**src/rtl/gemm_fifo_pkg.sv**
```systemverilog
// Shared types and constants for the FIFO burst reader and its output buffer.
// The buffer depth and pointer helper live here so both files agree on sizing.
package gemm_fifo_pkg;

  localparam int SKID_DEPTH = 3;
  localparam int SKID_PTR_W = 2;
  localparam int SKID_CNT_W = 2;

  typedef enum logic [1:0] {
    ST_IDLE  = 2'd0,
    ST_RUN   = 2'd1,
    ST_DRAIN = 2'd2
  } state_e;

  // Circular pointer advance over the SKID_DEPTH entries.
  function automatic logic [SKID_PTR_W-1:0] skid_ptr_inc(input logic [SKID_PTR_W-1:0] ptr);
    return (ptr == SKID_PTR_W'(SKID_DEPTH - 1)) ? '0 : ptr + 1'b1;
  endfunction

endpackage

```
**src/rtl/fifo_burst_reader_if.sv**
```systemverilog
// Command, upstream FIFO read port and downstream stream of the burst reader.
// The reader uses the master view; the surrounding environment uses the slave view.
interface fifo_burst_reader_if #(
  parameter int DATA_WIDTH = 16,
  parameter int LEN_WIDTH  = 16
);
  logic                  i_start;
  logic [LEN_WIDTH-1:0]  i_burst_len;
  logic                  o_fifo_rd_en;
  logic [DATA_WIDTH-1:0] i_fifo_rd_data;
  logic                  i_fifo_empty;
  logic [DATA_WIDTH-1:0] o_data;
  logic                  o_valid;
  logic                  i_ready;
  logic                  o_last;
  logic                  o_busy;
  logic                  o_done;
  logic [LEN_WIDTH-1:0]  o_beat_count;

  modport master (
    input  i_start, i_burst_len, i_fifo_rd_data, i_fifo_empty, i_ready,
    output o_fifo_rd_en, o_data, o_valid, o_last, o_busy, o_done, o_beat_count
  );

  modport slave (
    output i_start, i_burst_len, i_fifo_rd_data, i_fifo_empty, i_ready,
    input  o_fifo_rd_en, o_data, o_valid, o_last, o_busy, o_done, o_beat_count
  );
endinterface

```
**src/rtl/fifo_burst_reader_skid_buf.sv**
```systemverilog
// Three-entry circular output buffer between the FIFO read data and the stream.
// The head entry is presented directly; push and pop may happen in the same cycle.
module reader_skid_buf
  import gemm_fifo_pkg::*;
#(
  parameter int DATA_WIDTH = 16
) (
  input  logic                  i_clk,
  input  logic                  i_reset,
  input  logic                  i_push,
  input  logic [DATA_WIDTH-1:0] i_push_data,
  input  logic                  i_pop,
  output logic [DATA_WIDTH-1:0] o_head_data,
  output logic [SKID_CNT_W-1:0] o_count
);

  logic [DATA_WIDTH-1:0] mem_q [SKID_DEPTH];
  logic [DATA_WIDTH-1:0] mem_d [SKID_DEPTH];
  logic [SKID_PTR_W-1:0] wr_ptr_q, wr_ptr_d;
  logic [SKID_PTR_W-1:0] rd_ptr_q, rd_ptr_d;
  logic [SKID_CNT_W-1:0] count_q, count_d;
  logic                  do_pop;

  always_comb begin
    do_pop   = i_pop && (count_q != '0);
    mem_d    = mem_q;
    wr_ptr_d = wr_ptr_q;
    rd_ptr_d = rd_ptr_q;
    if (i_push) begin
      mem_d[wr_ptr_q] = i_push_data;
      wr_ptr_d        = skid_ptr_inc(wr_ptr_q);
    end
    if (do_pop) begin
      rd_ptr_d = skid_ptr_inc(rd_ptr_q);
    end
    count_d = count_q + SKID_CNT_W'(i_push) - SKID_CNT_W'(do_pop);
  end

  always_ff @(posedge i_clk) begin
    if (i_reset) begin
      for (int i = 0; i < SKID_DEPTH; i++) begin
        mem_q[i] <= '0;
      end
      wr_ptr_q <= '0;
      rd_ptr_q <= '0;
      count_q  <= '0;
    end else begin
      mem_q    <= mem_d;
      wr_ptr_q <= wr_ptr_d;
      rd_ptr_q <= rd_ptr_d;
      count_q  <= count_d;
    end
  end

  assign o_head_data = mem_q[rd_ptr_q];
  assign o_count     = count_q;

endmodule

```
**src/rtl/fifo_burst_reader.sv**
```systemverilog
// Reads a commanded number of words from an upstream FIFO and streams them out
// with valid/ready, keeping reads in flight plus buffered words within three.
module fifo_burst_reader
  import gemm_fifo_pkg::*;
#(
  parameter int DATA_WIDTH = 16,
  parameter int LEN_WIDTH  = 16
) (
  input  logic                i_clk,
  input  logic                i_reset,
  fifo_burst_reader_if.master bus
);

  state_e                state_q, state_d;
  logic [LEN_WIDTH-1:0]  len_q, len_d;
  logic [LEN_WIDTH-1:0]  issued_q, issued_d;
  logic [LEN_WIDTH-1:0]  beat_q, beat_d;
  logic                  inflight_q, inflight_d;
  logic                  done_q, done_d;

  logic [DATA_WIDTH-1:0] head_data;
  logic [SKID_CNT_W-1:0] buf_count;
  logic [2:0]            occupancy;
  logic                  buf_valid;
  logic                  pop;
  logic                  rd_en;
  logic                  last;

  reader_skid_buf #(.DATA_WIDTH(DATA_WIDTH)) u_skid (
    .i_clk       (i_clk),
    .i_reset     (i_reset),
    .i_push      (inflight_q),
    .i_push_data (bus.i_fifo_rd_data),
    .i_pop       (pop),
    .o_head_data (head_data),
    .o_count     (buf_count)
  );

  // Issue decision uses only registered state and the empty flag, never i_ready.
  assign occupancy = {1'b0, buf_count} + {2'b00, inflight_q};
  assign rd_en     = (state_q == ST_RUN) && !bus.i_fifo_empty
                     && (issued_q < len_q) && (occupancy < 3'(SKID_DEPTH));
  assign buf_valid = (buf_count != '0);
  assign pop       = buf_valid && bus.i_ready;
  assign last      = buf_valid && (beat_q == len_q - LEN_WIDTH'(1));

  always_comb begin
    state_d    = state_q;
    len_d      = len_q;
    issued_d   = issued_q + LEN_WIDTH'(rd_en);
    beat_d     = beat_q + LEN_WIDTH'(pop);
    inflight_d = rd_en;
    done_d     = 1'b0;
    case (state_q)
      ST_IDLE: begin
        if (bus.i_start) begin
          len_d    = bus.i_burst_len;
          issued_d = '0;
          beat_d   = '0;
          if (bus.i_burst_len == '0) begin
            done_d = 1'b1;
          end else begin
            state_d = ST_RUN;
          end
        end
      end
      ST_RUN: begin
        if (issued_q == len_q) begin
          state_d = ST_DRAIN;
        end
      end
      ST_DRAIN: begin
        if (pop && last) begin
          state_d = ST_IDLE;
          done_d  = 1'b1;
        end
      end
      default: state_d = ST_IDLE;
    endcase
  end

  always_ff @(posedge i_clk) begin
    if (i_reset) begin
      state_q    <= ST_IDLE;
      len_q      <= '0;
      issued_q   <= '0;
      beat_q     <= '0;
      inflight_q <= 1'b0;
      done_q     <= 1'b0;
    end else begin
      state_q    <= state_d;
      len_q      <= len_d;
      issued_q   <= issued_d;
      beat_q     <= beat_d;
      inflight_q <= inflight_d;
      done_q     <= done_d;
    end
  end

  assign bus.o_fifo_rd_en = rd_en;
  assign bus.o_data       = head_data;
  assign bus.o_valid      = buf_valid;
  assign bus.o_last       = last;
  assign bus.o_busy       = (state_q != ST_IDLE);
  assign bus.o_done       = done_q;
  assign bus.o_beat_count = beat_q;

endmodule

```
**src/flat_wrapper.sv**
```systemverilog
// flat-port wrapper written by rule: the top's interface ports become plain ports
module fifo_burst_reader_flat import gemm_fifo_pkg::*;
#(
  parameter int DATA_WIDTH = 16,
  parameter int LEN_WIDTH  = 16
)
  (i_clk, i_reset, bus_i_start, bus_i_burst_len, bus_i_fifo_rd_data, bus_i_fifo_empty, bus_i_ready, bus_o_fifo_rd_en, bus_o_data, bus_o_valid, bus_o_last, bus_o_busy, bus_o_done, bus_o_beat_count);
  fifo_burst_reader_if #(.DATA_WIDTH(DATA_WIDTH), .LEN_WIDTH(LEN_WIDTH)) bus_i ();
  input  logic i_clk;
  input  logic i_reset;
  input wire logic [$bits(bus_i.i_start)-1:0] bus_i_start;
  input wire logic [$bits(bus_i.i_burst_len)-1:0] bus_i_burst_len;
  input wire logic [$bits(bus_i.i_fifo_rd_data)-1:0] bus_i_fifo_rd_data;
  input wire logic [$bits(bus_i.i_fifo_empty)-1:0] bus_i_fifo_empty;
  input wire logic [$bits(bus_i.i_ready)-1:0] bus_i_ready;
  output wire logic [$bits(bus_i.o_fifo_rd_en)-1:0] bus_o_fifo_rd_en;
  output wire logic [$bits(bus_i.o_data)-1:0] bus_o_data;
  output wire logic [$bits(bus_i.o_valid)-1:0] bus_o_valid;
  output wire logic [$bits(bus_i.o_last)-1:0] bus_o_last;
  output wire logic [$bits(bus_i.o_busy)-1:0] bus_o_busy;
  output wire logic [$bits(bus_i.o_done)-1:0] bus_o_done;
  output wire logic [$bits(bus_i.o_beat_count)-1:0] bus_o_beat_count;
  assign bus_i.i_start = bus_i_start;
  assign bus_i.i_burst_len = bus_i_burst_len;
  assign bus_i.i_fifo_rd_data = bus_i_fifo_rd_data;
  assign bus_i.i_fifo_empty = bus_i_fifo_empty;
  assign bus_i.i_ready = bus_i_ready;
  assign bus_o_fifo_rd_en = bus_i.o_fifo_rd_en;
  assign bus_o_data = bus_i.o_data;
  assign bus_o_valid = bus_i.o_valid;
  assign bus_o_last = bus_i.o_last;
  assign bus_o_busy = bus_i.o_busy;
  assign bus_o_done = bus_i.o_done;
  assign bus_o_beat_count = bus_i.o_beat_count;
  fifo_burst_reader #(.DATA_WIDTH(DATA_WIDTH), .LEN_WIDTH(LEN_WIDTH)) u_core (.i_clk(i_clk), .i_reset(i_reset), .bus(bus_i));
endmodule
```
**config.mk**
```make
export PLATFORM = sky130hd
export DESIGN_NAME = fifo_burst_reader_flat
export DESIGN_NICKNAME = d
export VERILOG_FILES = /design/src/rtl/gemm_fifo_pkg.sv /design/src/rtl/fifo_burst_reader_if.sv /design/src/rtl/fifo_burst_reader_skid_buf.sv /design/src/rtl/fifo_burst_reader.sv /design/src/flat_wrapper.sv
export SDC_FILE = /design/constraint.sdc
export NUM_CORES = 1
export LEC_CHECK = 0
export CORE_MARGIN = 2
export CORE_UTILIZATION = 56
export DETAILED_ROUTE_END_ITERATION = 7
export GPL_ROUTABILITY_DRIVEN = 0
export PLACE_DENSITY_LB_ADDON = 0.3
export SLEW_MARGIN = 20
export SYNTH_ARGS = -nofsm -noshare
export SYNTH_HDL_FRONTEND = slang
export SYNTH_HIERARCHICAL = 1
export SYNTH_SLANG_ARGS = --single-unit
```
**constraint.sdc**
```tcl
create_clock -name i_clk -period 3.4 [get_ports i_clk]
set_input_delay 0.68 -clock i_clk [delete_from_list [all_inputs] [get_ports i_clk]]
set_output_delay 0.68 -clock i_clk [all_outputs]
set_load 0.01 [all_outputs]
```
==> results of run 1 <==
[routing by layer]
layer	global-route usage	vias up	routed length (microns)
met2	0.379	125	5840
met5	0	-	0
li1	-	2285	-
met1	0.332	2182	6200
met3	0.0395	16	778
met4	0.0801	0	169
[logic make-up (layout without fill, tap and decap cells)]
family | after synthesis | count (layout) | share of synthesized area
AND/OR/NAND/NOR | 247 | 247 | 0.241
flip-flops | 106 | 106 | 0.376
AO/OA/AOI/OAI | 78 | 78 | 0.0941
multiplexers | 69 | 69 | 0.123
buffers and inverters | 54 | 131 | 0.0425
XOR/XNOR | 41 | 41 | 0.0684
adder cells (fa/ha/maj) | 25 | 25 | 0.0554
[cell usage after synthesis (all sizes together) (2+ instances only)]
library cell / n / area (sq um)
o21ai: 14 / 70.1
ha: 25 / 313
a211o: 2 / 18.8
xor2: 24 / 210
or3: 5 / 31.3
and4: 5 / 46.3
mux2i: 67 / 671
xnor3: 2 / 45.0
nor2b: 5 / 31.3
buf: 13 / 85.1
nor4: 8 / 65.1
nand2: 53 / 199
and3b: 2 / 17.5
o21a: 3 / 22.5
mux2: 2 / 22.5
nand2b: 70 / 438
o2bb2ai: 15 / 131
o22ai: 2 / 12.5
nor2: 37 / 141
nor3: 9 / 50.1
a31o: 2 / 17.5
xnor2: 15 / 131
or3b: 2 / 17.5
nor4b: 3 / 26.3
dfxtp: 106 / 2120
and3: 9 / 56.3
nand4: 14 / 87.6
or2: 5 / 31.3
nand3: 9 / 45.0
a21o: 2 / 15.0
clkbuf: 18 / 68.8
inv: 23 / 86.3
and2: 8 / 50.1
a21oi: 31 / 155
[through the flow]
step           area [sq um]   util  hold WS (ps)  power, mW  TNS, ps
3_3_place_gp           6520  0.667           458       1.71        0
2_1_floorplan          5650      -           449       1.59        0
3_5_place_dp           6520  0.667           467       1.73     -129
4_1_cts                6700  0.685           481       2.45        0
5_1_grt                6720  0.688           505       2.54     -127
6_report               6720  0.688           480       2.44        0
[how the worst min path moves through the flow]
stage | startpoint | endpoint | slack (ps)
4_1_cts | u_core/u_skid/mem_q[13] | u_core/u_skid/mem_q[13] | 480
3_3_place_gp | u_core/u_skid/mem_q[9] | u_core/u_skid/mem_q[9] | 460
5_1_grt | u_core/u_skid/mem_q[8] | u_core/u_skid/mem_q[8] | 500
2_1_floorplan | u_core/u_skid/mem_q[15] | u_core/u_skid/mem_q[15] | 450
3_5_place_dp | u_core/u_skid/mem_q[13] | u_core/u_skid/mem_q[13] | 470
6_report | u_core/u_skid/mem_q[13] | u_core/u_skid/mem_q[13] | 480
[state kept, by name (all words and copies together), names as in the netlist]
name,flops
u_core/state_q,2
u_core/inflight_q,1
u_core/issued_q,16
u_core/u_skid/wr_ptr_q,2
u_core/u_skid/rd_ptr_q,2
u_core/len_q,16
u_core/u_skid/o_count,2
u_core/bus.o_beat_count,16
u_core/bus.o_done,1
u_core/u_skid/mem_q,48
[where the power goes]
| part | switching (mW) | internal [mW] | leakage [nW] |
|---|---|---|---|
| Combinational | 0.213 | 0.201 | 1.72 |
| Clock | 0.453 | 0.276 | 0.0846 |
| Sequential | 0.0307 | 1.27 | 0.858 |
[final cells by class]
class | count | area share
Clock buffer | 10 | 0.0190
Multi-Input combinational cell | 460 | 0.491
Timing Repair Buffer | 92 | 0.128
Sequential cell | 106 | 0.316
Inverter | 23 | 0.0128
Tap cell | 133 | 0.0247
Clock inverter | 6 | 0.00782
[worst max-delay path, delay by kind of cell, from the launching register on]
| kind | cells | cell delay (ps) |
|---|---|---|
| fa+ha+maj | 1 | 310 |
| compound gates | 3 | 440 |
| flops | 1 | 510 |
| simple gates | 3 | 470 |
| buf+inv | 3 | 520 |
[repair_timing]
action / in CTS / in global routing
setup buffers: 0 / 2
resized for setup: 4 / 8
setup endpoints to repair: 2 / 4
gates cloned: 0 / 0
pin swaps: 0 / 2
==> impl_summary.md, run 1 <==
Drt
The first-iteration detailed-routing DRC count is around 280. The total wire length after detailed routing is approximately 13,000 microns. The total number of vias is approximately 4,600. The remaining antenna violation count is 0. Before antenna repair, the detailed router went through 5 iterations. After detailed routing, the average wire length per cell comes to around 16 microns. The number of vias per cell after detailed routing is 5.55. After detailed routing, the number of remaining DRC violations is 0.

Synth
The async set-or-reset flop fraction in the synthesized netlist is 0. The average instance area after synthesis is around 9 sq um. The main flop type after synthesis is sky130_fd_sc_hd__dfxtp_1. The number of nets in the synthesized netlist is 682. The sequential element share of the synthesized area is 0.376. In this run the cell area of the synthesized design comes to about 5700 sq um.

The Yosys step of the flow raised 6 warnings. The number of flops mapped to enable cells by yosys is 0. The synthesis-stage register bit count is 106.

In the synthesized netlist, the number of instances is 620. The count of cell types in the netlist is 57.

Timing
The post-route clock skew is about 16 ps. At the pin with the least slew margin, the transition time is 1090 ps. Setup violations remaining at the end of the flow were counted as 0.

Setup repair after global routing could not meet its margin everywhere. Across all setup checks in the final design, the least slack found is roughly 100 ps. The final critical path time including I/O delays and setup is around 3300 ps. The remaining max-slew budget at the tightest pin is 0.276.

The highest clock frequency the design can meet is just over 300 MHz. The portion of the clock cycle consumed by the worst path in the final layout is 0.970. The final hold violation count is 0.

The number of max-slew violations in the final report is 0.

Min path
The worst hold path belongs to the class register to register. The worst hold path depth is 2.

Final layout
The filler cell count is a little under 800. The count of nets after finishing is around 750. For this run, the number of standard cells in the final layout without fillers is a little over 800.

The flip-flop and latch area is between 2000 and 2500 sq um. In the layout the commonest cells are 105 x sky130_fd_sc_hd__dfxtp_1, 70 x sky130_fd_sc_hd__clkdlybuf4s50_1, 70 x sky130_fd_sc_hd__nand2b_1, 67 x sky130_fd_sc_hd__mux2i_1, 53 x sky130_fd_sc_hd__nand2_1. The layout-stage area growth over the synthesis result is 19.0%. In the final layout, the share of cells above drive strength 1 is 0.0832. 0 antenna diodes ended up in the layout.

The most common cell after layout, fill and taps aside is sky130_fd_sc_hd__dfxtp_1. The total area of multi-input combinational cells is between 3000 and 4000 sq um.

GRT
The combined global-route utilization of all metal layers is 0.239. After global routing the overflow that remains totals 0. The via count of the first global-routing pass is approximately 4,500. The first-pass GRT wire length is approximately 21,000 microns. Entering global routing, the biggest net connects 36 pins. The initial antenna violation count is 0.

Worst setup path
The type of the worst setup path is register to primary output. The slowest stage of the critical path is the sky130_fd_sc_hd__dfxtp_1 cell. The critical path endpoint is bus_o_fifo_rd_en. The worst flop-to-flop path endpoint is u_core/issued_q[14]. The signal on the critical path passes through inv_1, ha_1, nand4_1, or2_2, a21oi_1, o21ai_0, a21oi_1, nor2_2, buf_4, dlygate4sd2_1. The largest fanout of any net on the critical path is 6. The data arrival time of the worst path is ~2600 ps.

In this run the worst setup path begins at u_core/len_q[11]. Data on the critical path is required at its endpoint by 2720 ps. STA classifies the critical path startpoint as a register.

The biggest cell delay along the critical path is around 500 ps. In this run the critical register-to-register path is launched from u_core/len_q[1]. Counting cells, the worst reg-to-reg path comes to 16. The kind of capture point of the worst setup path is a primary output. The cell type with the highest occurrence count on the critical path is sky130_fd_sc_hd__a21oi_1. Setup slack on the worst reg-to-reg path comes out at around 190 ps.

Floorplan
The starting utilization of the core area is 0.578. The total area inside the core boundary comes to ~10000 sq um. The horizontal die dimension is approximately 100 microns. In this run the core area contains 36 standard-cell rows. 74 I/O pins were placed. The floorplan die height is 104 microns. The die area is 10,900 sq um.

Clock network
Clock-pin slew was measured on the worst setup and hold paths at 100 ps. The clock reaches the later pin of the worst-skew pair after between 300 and 400 ps. The total number of H-tree levels is 3. The root buffer selected by CTS is sky130_fd_sc_hd__clkbuf_8. The deepest clock path buffer count is 2. The number of clock sinks seen by CTS is around 110.

The TritonCTS buffer count is 9. The quantity of hold-fixing buffers added after cts is 0. The CTS tree is built.

Place
Prior to clock tree synthesis, the placed netlist has a worst setup slack of -68.7 ps. The HPWL after detailed placement is 9460 microns. The count of buffers from port buffering is 73. The placed instance count is 812.

Power
The areal power density over the cells is 363 nW/um^2. The worst-case IR drop observed on VDD is approximately 0.25 mV. Summed over all cells, the static leakage comes to between 2 and 3 nW.

Run status
The flow ran to the end, and the final reports show no timing, DRC or antenna violations.

Run
The reported max-cap violation count is 0.
Note: power is estimated with default switching activity, not from simulation.
==> run 2, diff against run 1 <==
- CTS_CLUSTER_DIAMETER: unset -> 100
- MAX_ROUTING_LAYER: unset -> met4
==> run 2 against run 1 <==
Effect of this change: die area unchanged; clock power about the same; worst hold slack about the same; largest power group unchanged; highest routed layer unchanged.
==> impl_summary.md, run 2 (same netlist as run 1, synthesis figures left out) <==
Drt
The uppermost signal routing layer after detailed routing is met4 (unchanged). The detail-routed net length per standard cell came to 15.7 microns (was 15.6 microns). The total number of vias is 4,636 (was 4,608). The remaining antenna violation count is 0 (unchanged). The detailed-routing iteration count for the pre-antenna-repair pass is 5 (unchanged). The wire length on met1 is 6270 microns (was 6200 microns). The number of remaining DRC errors came to 0 (unchanged). The total wire length after detailed routing is 13,100 microns (was 13,000 microns). The first-iteration detailed-routing DRC count is 280 (was 284). The number of vias per cell after detailed routing is 5.59 (was 5.55). The wire length on met3 is 705 microns (was 778 microns). The met2 wirelength from detailed routing is 5920 microns (was 5840 microns).

GRT
The global route total overflow is 0 (unchanged). The via count of the first global-routing pass is 4,516 (was 4,530). The combined global-route utilization of all metal layers is 0.247 (was 0.239). The first-pass GRT wire length is 21,500 microns (about the same). The initial antenna violation count is 0 (unchanged). The largest net degree at the start of global routing is 36 (unchanged).

Run status
Result of the run: finished, final reports clean (unchanged).

Worst setup path
The data required time at the worst endpoint is 2720 ps (about the same). The kind of capture point of the worst setup path is a primary output (unchanged). The largest fanout of any net on the critical path was 6 (unchanged).

The data arrival time of the worst path was 2610 ps (was 2620 ps). The type of origin of the critical path is a register (unchanged). The type of the worst setup path is register to primary output (unchanged).

Timing
The highest clock frequency the design can meet was 304 MHz (was 303 MHz). The aggregate negative setup slack was 0 ps (unchanged). The post-route clock skew came to 17.3 ps (was 15.8 ps). The final critical-path setup slack is 113 ps (was 100 ps). The remaining max-slew budget at the tightest pin came to 0.275 (was 0.276). The transition time of the tightest slew-check pin is 1090 ps (about the same). The count of endpoints failing setup in the final report is 0 (unchanged). The portion of the clock cycle consumed by the worst path in the final layout is 0.967 (was 0.970). The final hold violation count is 0 (unchanged).

Setup repair after global routing missed its margin: true (unchanged). The final critical path time including I/O delays and setup is 3290 ps (was 3300 ps). The number of max-slew violations in the final report is 0 (unchanged).

Clock network
The total number of H-tree levels came to 3 (unchanged). The deepest clock path buffer count is 2 (unchanged). The CTS tree is built (unchanged).

The clock transition time at the flip-flop clock pins of the worst setup and hold paths is 110 ps (was 100 ps). The quantity of hold-fixing buffers added after cts is 0 (unchanged). The TritonCTS buffer count is 9 (unchanged). The root buffer selected by CTS is sky130_fd_sc_hd__clkbuf_8 (unchanged). The insertion delay of the later-clocked pin in the worst-skew pair was 380 ps (about the same). The number of clock sinks seen by CTS came to 106 (unchanged).

Floorplan
The starting utilization of the core area was 0.578 (unchanged). The floorplan die height is 104 microns (unchanged). The placement row count was 36 (unchanged).

The I/O pin count is 74 (unchanged). The die area is 10,900 sq um (unchanged). The horizontal die dimension is 104 microns (unchanged). The standard cell core area is 9770 sq um (unchanged).

Final layout
The most common cell after layout, fill and taps aside is sky130_fd_sc_hd__dfxtp_1 (unchanged). The register containing the most flip-flops in the final layout was u_core/u_skid/mem_q (unchanged). The count of nets after finishing is 754 (unchanged). The end-of-flow core utilization is 0.688 (unchanged).

The final antenna diode count is 0 (unchanged). The layout-stage area growth over the synthesis result came to 19.0% (unchanged). The layout cell share with drive strength beyond 1 was 0.0832 (unchanged). The number of flip-flops in the largest register is 48 (unchanged).

Commonest cells after routing, fill and taps aside: 105 x sky130_fd_sc_hd__dfxtp_1, 70 x sky130_fd_sc_hd__clkdlybuf4s50_1, 70 x sky130_fd_sc_hd__nand2b_1, 67 x sky130_fd_sc_hd__mux2i_1, 53 x sky130_fd_sc_hd__nand2_1 (unchanged).

Power
The maximum vdd ir drop is 0.245 mV (was 0.246 mV). The leakage dissipation came to 2.66 nW (unchanged). The areal power density over the cells is 363 nW/um^2 (unchanged). The total power is 2.44 mW (unchanged).

Run
The reported max-cap violation count is 0 (unchanged).

Place
The minimum setup slack after placement is -68.7 ps (unchanged). The count of buffers from port buffering is 73 (unchanged). The placed wire-length estimate is 9460 microns (unchanged).

Min path
The class of the tightest hold or removal check was register to register (unchanged).
-- run 2: cell counts in the layout (fill, tap and decap cells not counted) --
Identical to the previous run, type by type.
-- run 2: worst max-delay path: stages (launching register included) --
cell	delay, ps
sky130_fd_sc_hd__dfxtp_1	500
sky130_fd_sc_hd__inv_1	90
sky130_fd_sc_hd__ha_1	310
sky130_fd_sc_hd__nand4_1	90
sky130_fd_sc_hd__or2_2	290
sky130_fd_sc_hd__a21oi_1	120
sky130_fd_sc_hd__o21ai_0	100
sky130_fd_sc_hd__a21oi_1	220
sky130_fd_sc_hd__nor2_2	90
sky130_fd_sc_hd__buf_4	140
sky130_fd_sc_hd__dlygate4sd2_1	290
-- run 2: layout make-up --
type / instances / area (sq um)
clock buffers: 10 / 128
clock inverters: 6 / 52.6
fillers: 776 / 3050
inverters: 23 / 86.3
multi-input cells: 460 / 3300
flip-flops and latches: 106 / 2130
well taps: 133 / 166
repair buffers: 92 / 862
-- run 2: what timing repair did --
| action | 4_1_cts | 5_1_grt |
|---|---|---|
| endpoints found under the setup margin | 2 | 4 |
| gates resized for setup | 4 | 8 |
| buffers inserted | 0 | 2 |
| pin swaps | 0 | 2 |
-- run 2: per-layer routing --
| metal | GRT usage | vias up |
|---|---|---|
| met5 | - | - |
| met4 | 0.0782 | 0 |
| met3 | 0.0395 | 14 |
| met2 | 0.378 | 122 |
| met1 | 0.335 | 2214 |
| li1 | - | 2286 |
-- run 2: worst paths after layout --
path                                 from                 endpoint  slack, ps  depth (start not counted)
setup / recovery         u_core/len_q[11]         bus_o_fifo_rd_en        110                         10
hold / removal    u_core/u_skid/mem_q[13]  u_core/u_skid/mem_q[13]        480                          2
setup reg to reg          u_core/len_q[1]      u_core/issued_q[14]        190                         16
hold reg to reg   u_core/u_skid/mem_q[13]  u_core/u_skid/mem_q[13]        480                          2
-- run 2: report_power, final --
part           switching [mW]  internal, mW  leakage [nW]
clock network           0.452         0.276        0.0846
logic                   0.213         0.201          1.72
registers              0.0309          1.27         0.858
-- run 2: through the flow --
step / hold slack (ps) / instances / area, sq um
finish: 480 / 830 / 6720
CTS: 481 / 828 / 6700
detailed placement: 467 / 812 / 6520
global placement: 458 / 812 / 6520
floorplan: 449 / 620 / 5650
global route: 505 / 830 / 6720
==> run 3, diff against run 2 <==
- clock period: 3.4 -> 3.7 ns (I/O delays scaled with it)
==> run 3 against run 2 <==
Effect of this change: combinational power shrank 9.2%; flip-flop and latch count is the same; die area is the same.
==> impl_summary.md, run 3 (same netlist as run 1, synthesis figures left out) <==
Worst setup path
The type of origin of the critical path is a register (unchanged). The type of the worst setup path is register to primary output (unchanged). The worst setup slack for register-to-register paths is 250 ps (was 190 ps). The data arrival time of the worst path came to 2790 ps (was 2610 ps). The data required time at the worst endpoint came to 2960 ps (was 2720 ps).

The critical path endpoint is bus_o_last (was bus_o_fifo_rd_en). The launch instance of the worst register-to-register path is u_core/len_q[1] (unchanged). The largest fanout of any net on the critical path is 8 (was 6). The worst-case reg-to-reg path depth is 16 (unchanged). The kind of capture point of the worst setup path is a primary output (unchanged).

The source of the critical timing path is u_core/len_q[0] (was u_core/len_q[11]). The worst flop-to-flop path endpoint is u_core/issued_q[14] (unchanged).

GRT
The largest net degree at the start of global routing came to 73 (was 36). The first-pass GRT wire length came to 21,900 microns (was 21,500 microns). The initial antenna violation count is 0 (unchanged). The via count of the first global-routing pass is 4,522 (was 4,516). The global route total overflow is 0 (unchanged). The combined global-route utilization of all metal layers came to 0.253 (was 0.247).

Power
The areal power density over the cells is 339 nW/um^2 (was 363 nW/um^2). The leakage dissipation is 2.63 nW (was 2.66 nW). The maximum vdd ir drop came to 0.214 mV (was 0.245 mV). The total power is 2.27 mW (was 2.44 mW).

Floorplan
The starting utilization of the core area is 0.578 (unchanged). The placement row count is 36 (unchanged). The horizontal die dimension is 104 microns (unchanged).

The floorplan die height was 104 microns (unchanged). The die area came to 10,900 sq um (unchanged). The I/O pin count came to 74 (unchanged). The standard cell core area was 9770 sq um (unchanged).

Timing
The remaining max-slew budget at the tightest pin came to 0.290 (was 0.275). Setup repair after global routing missed its margin: false (was true). The portion of the clock cycle consumed by the worst path in the final layout is 0.955. The aggregate negative setup slack was 0 ps (unchanged). The number of max-slew violations in the final report is 0 (unchanged). The final hold violation count came to 0 (unchanged). The count of endpoints failing setup in the final report is 0 (unchanged). The final critical path time including I/O delays and setup is 3530 ps. The final critical-path setup slack is 165 ps (was 113 ps).

Derived from the worst setup path, the maximum achievable clock frequency is approximately 280 MHz. The post-route clock skew is 16.1 ps (was 17.3 ps). The transition time of the tightest slew-check pin came to 1060 ps (was 1090 ps).

Drt
The remaining antenna violation count came to 0 (unchanged). The number of remaining DRC errors is 0 (unchanged). The detail-routed net length per standard cell was 16.4 microns (was 15.7 microns).

The detailed-routing iteration count for the pre-antenna-repair pass is 5 (unchanged). The total wire length after detailed routing is 13,500 microns (was 13,100 microns). The first-iteration detailed-routing DRC count is 269 (was 280). The number of vias per cell after detailed routing came to 5.65 (was 5.59). The total number of vias is 4,636 (unchanged).

Final layout
Commonest cells after routing, fill and taps aside: 104 x sky130_fd_sc_hd__dfxtp_1, 71 x sky130_fd_sc_hd__clkdlybuf4s50_1, 70 x sky130_fd_sc_hd__nand2b_1, 67 x sky130_fd_sc_hd__mux2i_1, 53 x sky130_fd_sc_hd__nand2_1 (was 105 x sky130_fd_sc_hd__dfxtp_1, 70 x sky130_fd_sc_hd__clkdlybuf4s50_1, 70 x sky130_fd_sc_hd__nand2b_1, 67 x sky130_fd_sc_hd__mux2i_1, 53 x sky130_fd_sc_hd__nand2_1). The most common cell after layout, fill and taps aside is sky130_fd_sc_hd__dfxtp_1 (unchanged). The final antenna diode count is 0 (unchanged). The layout-stage area growth over the synthesis result is 18.2% (was 19.0%). The layout cell share with drive strength beyond 1 was 0.0683 (was 0.0832). The number of flip-flops in the largest register was 48 (unchanged).

The register containing the most flip-flops in the final layout is u_core/u_skid/mem_q (unchanged). The count of nets after finishing is 745 (was 754).

Run
The reported max-cap violation count is 0 (unchanged).

Place
The count of buffers from port buffering is 73 (unchanged). The placed wire-length estimate is 9790 microns (was 9460 microns). The minimum setup slack after placement is 62.0 ps (was -68.7 ps).

Clock network
The quantity of hold-fixing buffers added after cts is 0 (unchanged). The TritonCTS buffer count was 9 (unchanged). The deepest clock path buffer count is 2 (unchanged). The insertion delay of the later-clocked pin in the worst-skew pair is 370 ps (was 380 ps). The root buffer selected by CTS is sky130_fd_sc_hd__clkbuf_8 (unchanged). The CTS tree is built (unchanged). The total number of H-tree levels is 3 (unchanged).

The number of clock sinks seen by CTS is 106 (unchanged). The clock transition time at the flip-flop clock pins of the worst setup and hold paths was 110 ps (about the same).

Run status
Result of the run: finished, final reports clean (unchanged).

Min path
The origin of the worst min-delay path was u_core/u_skid/mem_q[15] (was u_core/u_skid/mem_q[13]). The class of the tightest hold or removal check is register to register (unchanged).
==> run 3: critical path, cell delays in order (launching register included) <==
cell and delay (ps):
sky130_fd_sc_hd__dfxtp_2 380, sky130_fd_sc_hd__inv_1 130, sky130_fd_sc_hd__ha_4 180, sky130_fd_sc_hd__or4b_4 500, sky130_fd_sc_hd__nand4b_1 230, sky130_fd_sc_hd__mux2i_1 170
sky130_fd_sc_hd__a211oi_2 270, sky130_fd_sc_hd__and4_4 280, sky130_fd_sc_hd__dlygate4sd2_1 280
==> run 3: cell type report <==
cell class,count,area (sq um)
inverter,23,86.3
multi-input combinational,460,3310
fill,782,3100
tap,133,166
timing repair buffer,83,803
clock inverter,6,61.3
sequential,106,2120
clock buffer,10,128
==> run 3: what timing repair did <==
item,CTS,global route
buffers inserted,0,0
gates resized for setup,5,2
cloned,0,0
setup endpoints to repair,1,2
==> run 3: worst min-delay path by stage <==
stage | endpoint | slack (ps) | cells after the start
floorplan | u_core/u_skid/mem_q[15] | 450 | 2
global placement | u_core/u_skid/mem_q[9] | 460 | 2
detailed placement | u_core/u_skid/mem_q[15] | 470 | 2
CTS | u_core/u_skid/mem_q[15] | 480 | 2
global route | u_core/u_skid/mem_q[15] | 500 | 2
finish | u_core/u_skid/mem_q[15] | 480 | 2
==> run 3: metrics by stage <==
| stage | instance area [sq um] | instances | hold WS, ps | util |
|---|---|---|---|---|
| 2_1_floorplan | 5650 | 620 | 449 | - |
| 3_3_place_gp | 6460 | 804 | 458 | 0.661 |
| 3_5_place_dp | 6470 | 805 | 468 | 0.662 |
| 4_1_cts | 6670 | 821 | 484 | 0.683 |
| 5_1_grt | 6680 | 821 | 504 | 0.683 |
| 6_report | 6680 | 821 | 482 | 0.683 |
==> run 3: routing by layer <==
metal  global-route usage  vias up  wire length (microns)
met2                0.394      131                   6290
met5                    -        -                      0
met3               0.0476       11                    814
met1                0.331     2235                   6210
li1                     -     2259                      -
met4               0.0849        0                    146
==> run 3: power by group <==
group | leakage [nW] | total [mW] | internal, mW | switching [mW]
Sequential | 0.858 | 1.20 | 1.17 | 0.0350
Combinational | 1.68 | 0.376 | 0.182 | 0.194
Clock | 0.0917 | 0.689 | 0.261 | 0.429
==> RTL edit (settings of run 3) <==
Make the reset (`i_reset`) asynchronous in 2 clocked blocks.
--- a/src/rtl/fifo_burst_reader_skid_buf.sv
+++ b/src/rtl/fifo_burst_reader_skid_buf.sv
@@ -37,5 +37,5 @@
   end
 
-  always_ff @(posedge i_clk) begin
+  always_ff @(posedge i_clk or posedge i_reset) begin
     if (i_reset) begin
       for (int i = 0; i < SKID_DEPTH; i++) begin
--- a/src/rtl/fifo_burst_reader.sv
+++ b/src/rtl/fifo_burst_reader.sv
@@ -80,5 +80,5 @@
   end
 
-  always_ff @(posedge i_clk) begin
+  always_ff @(posedge i_clk or posedge i_reset) begin
     if (i_reset) begin
       state_q    <= ST_IDLE;
Check against the original RTL: differs if i_reset is asserted again (counterexample within 4 cycles, from zero or initial values and one cycle with i_reset high); with i_reset held inactive, the same outputs for 4 cycles.
==> RTL edit against run 3 <==
- register-to-register slack better by 0.34 ns
- setup slack worse by 0.060 ns
- area after synthesis is 2.3% higher
- sequential cell count stayed put
- routed wire length is 8.2% lower
- final area is 2.8% higher
- clock skew is 0.0020 ns lower
- count of clock-buffer cells in the layout stayed put
Power is not compared: it rests on default switching activity, and its combinational part moved more than twofold at a synthesized area within 25%.
==> RTL edit: results (changes against run 3) <==
| Group | Metric | Reported | vs run 3 |
| --- | --- | --- | --- |
| yosys | Proportion of synthesized flip-flops having asynchronous set or reset | 100% | +100 points |
| grt | Maximum number of pins on one net before global-route repair | 55 | -25% |
| yosys | Share of Yosys cell area claimed by the top area cell type | 45.9% | +8.3 points |
| yosys | Proportion of synthesized chip area in sequential cells | 45.9% | +8.3 points |
| critical path | Setup slack of the worst register-to-register path | 0.59 ns | +0.34 ns |
| sta | Worst hold margin | 0.514 ns | +0.0322 ns |
| grt | Wire length of the first global-routing pass | 20.3 mm | -7.2% |
| placement | Final HPWL from detailed placement | 8.89 mm | -9.2% |
| sta | Relative slew margins | 37.4% | +8.4 points |
| final layout | Share of final-layout standard cells stronger than drive strength 1 | 15.4% | +8.5 points |
| grt | Via count of the first global-routing pass | 4186 | -7.4% |
| critical path | Critical Path AT | 2.85 ns | +0.06 ns |
| grt | Global Route met2 Usage | 38.6% | -0.88 points |
| yosys | Area contributors post-synth | dfrtp_1, mux2_2, ha_1 |  |
| sta | Worst setup skew after layout | 0.0141 ns | -0.00199 ns |
| cts | CTS clock-pin slew for the worst setup and hold paths | 0.10 ns |  |
| critical path | Cell with the biggest individual delay on the critical path | or4_4 |  |
| yosys | Most used standard cells in the synthesized netlist | dfrtp_1, mux2_2, nand2_1 |  |
| yosys | Primary FF master, synth | dfrtp_1 |  |
| route | Met3 Routed Length | 510 um | -37% |
| route | Routed met2 length | 5.99 mm | -4.8% |
| status | Result of the run | completed |  |
| route | Initial DRC count | 164 | -39% |
| grt | Met1 track utilization from global routing | 29.8% | -3.2 points |
| sta | Worst Setup Slack, final | 0.105 ns | -0.0603 ns |
| critical path | Largest driver fanout on the critical path | 2 | -6 |
| final layout | Number of nets in the final layout | 675 | -9.4% |
| route | DRT met1 WL | 5.60 mm | -9.8% |
| grt | Total Routing Usage GR | 23.5% | -1.8 points |
| placement | Pre-CTS worst setup slack | 0.103 ns | +0.0408 ns |
| power and ir drop | Peak supply drop | 0.421 mV |  |
[RTL edit: changes by cell type after synthesis, moves of 6 or more]
cell / delta
nand2_1: -13
o21ai_0: +12
nand2b_1: -69
nand3_1: +6
mux2i_1: -50
dfxtp_1: -106
dfrtp_1: +106
xnor2_1: +9
inv_1: +9
mux2_2: +48
a21oi_1: -22
[RTL edit: worst reg2reg max path, cell delays in order, from the launching register on]
cell and delay (ns):
dfrtp_1 0.41, inv_1 0.10, ha_1 0.31, nor2b_1 0.13, o21a_1 0.16, o21a_1 0.16, o21ai_1 0.11, a221oi_1 0.11
nor3_2 0.31, ha_1 0.23, ha_1 0.18, nand3_1 0.25, or3_1 0.43, a21oi_1 0.14
[RTL edit: cell families after synthesis]
| kind of cell | after synthesis | share of synthesized area (%) |
|---|---|---|
| DFF | 106 | 45.9 |
| AOI/OAI and AO/OA | 82 | 10.2 |
| and+or+nand+nor | 158 | 13.9 |
| xor gates and xnor gates | 49 | 7.42 |
| adders and majority gates | 25 | 5.41 |
| muxes | 67 | 12.7 |
| buffers and inverters | 56 | 4.44 |
[RTL edit: area by class of cell]
type,instances,area [sq um]
Tap cell,136,170
Fill cell,811,3320
Multi-Input combinational cell,381,2890
Timing Repair Buffer,83,801
Clock buffer,10,138
Clock inverter,6,83.8
Sequential cell,106,2650
Inverter,32,123
[RTL edit: worst paths after layout]
path | start | cells past startpoint | to
setup / recovery | u_core/len_q[10]$_DFFE_PP0P_ | 7 | bus_o_last
hold / removal | u_core/u_skid/mem_q[8]$_DFFE_PP0P_ | 1 | u_core/u_skid/mem_q[8]$_DFFE_PP0P_
setup reg to reg | u_core/len_q[1]$_DFFE_PP0P_ | 13 | u_core/issued_q[10]$_DFF_PP0_
hold reg to reg | u_core/u_skid/mem_q[8]$_DFFE_PP0P_ | 1 | u_core/u_skid/mem_q[8]$_DFFE_PP0P_
max in group asynchronous | i_reset | 2 | u_core/len_q[9]$_DFFE_PP0P_
min in group asynchronous | i_reset | 2 | u_core/bus.o_beat_count[3]$_DFF_PP0_
[RTL edit: metrics by stage]
stage / instance area, sq um / power (uW) / cells / utilization [%]
3_5_place_dp: 6630 / 4500 / 738 / 65.1
6_report: 6860 / 5270 / 754 / 67.4
4_1_cts: 6860 / 5290 / 754 / 67.3
2_1_floorplan: 5780 / 3640 / 543 / -
3_3_place_gp: 6630 / 4380 / 738 / 65.1
5_1_grt: 6860 / 5650 / 754 / 67.4
[RTL edit: power groups by stage]
stage	clock [uW]	sequential (uW)	combinational (uW)
5_1_grt	833	2050	2770
4_1_cts	792	1970	2520
2_1_floorplan	0	1890	1760
3_5_place_dp	0	2000	2500
3_3_place_gp	0	1960	2420
6_report	769	1980	2530
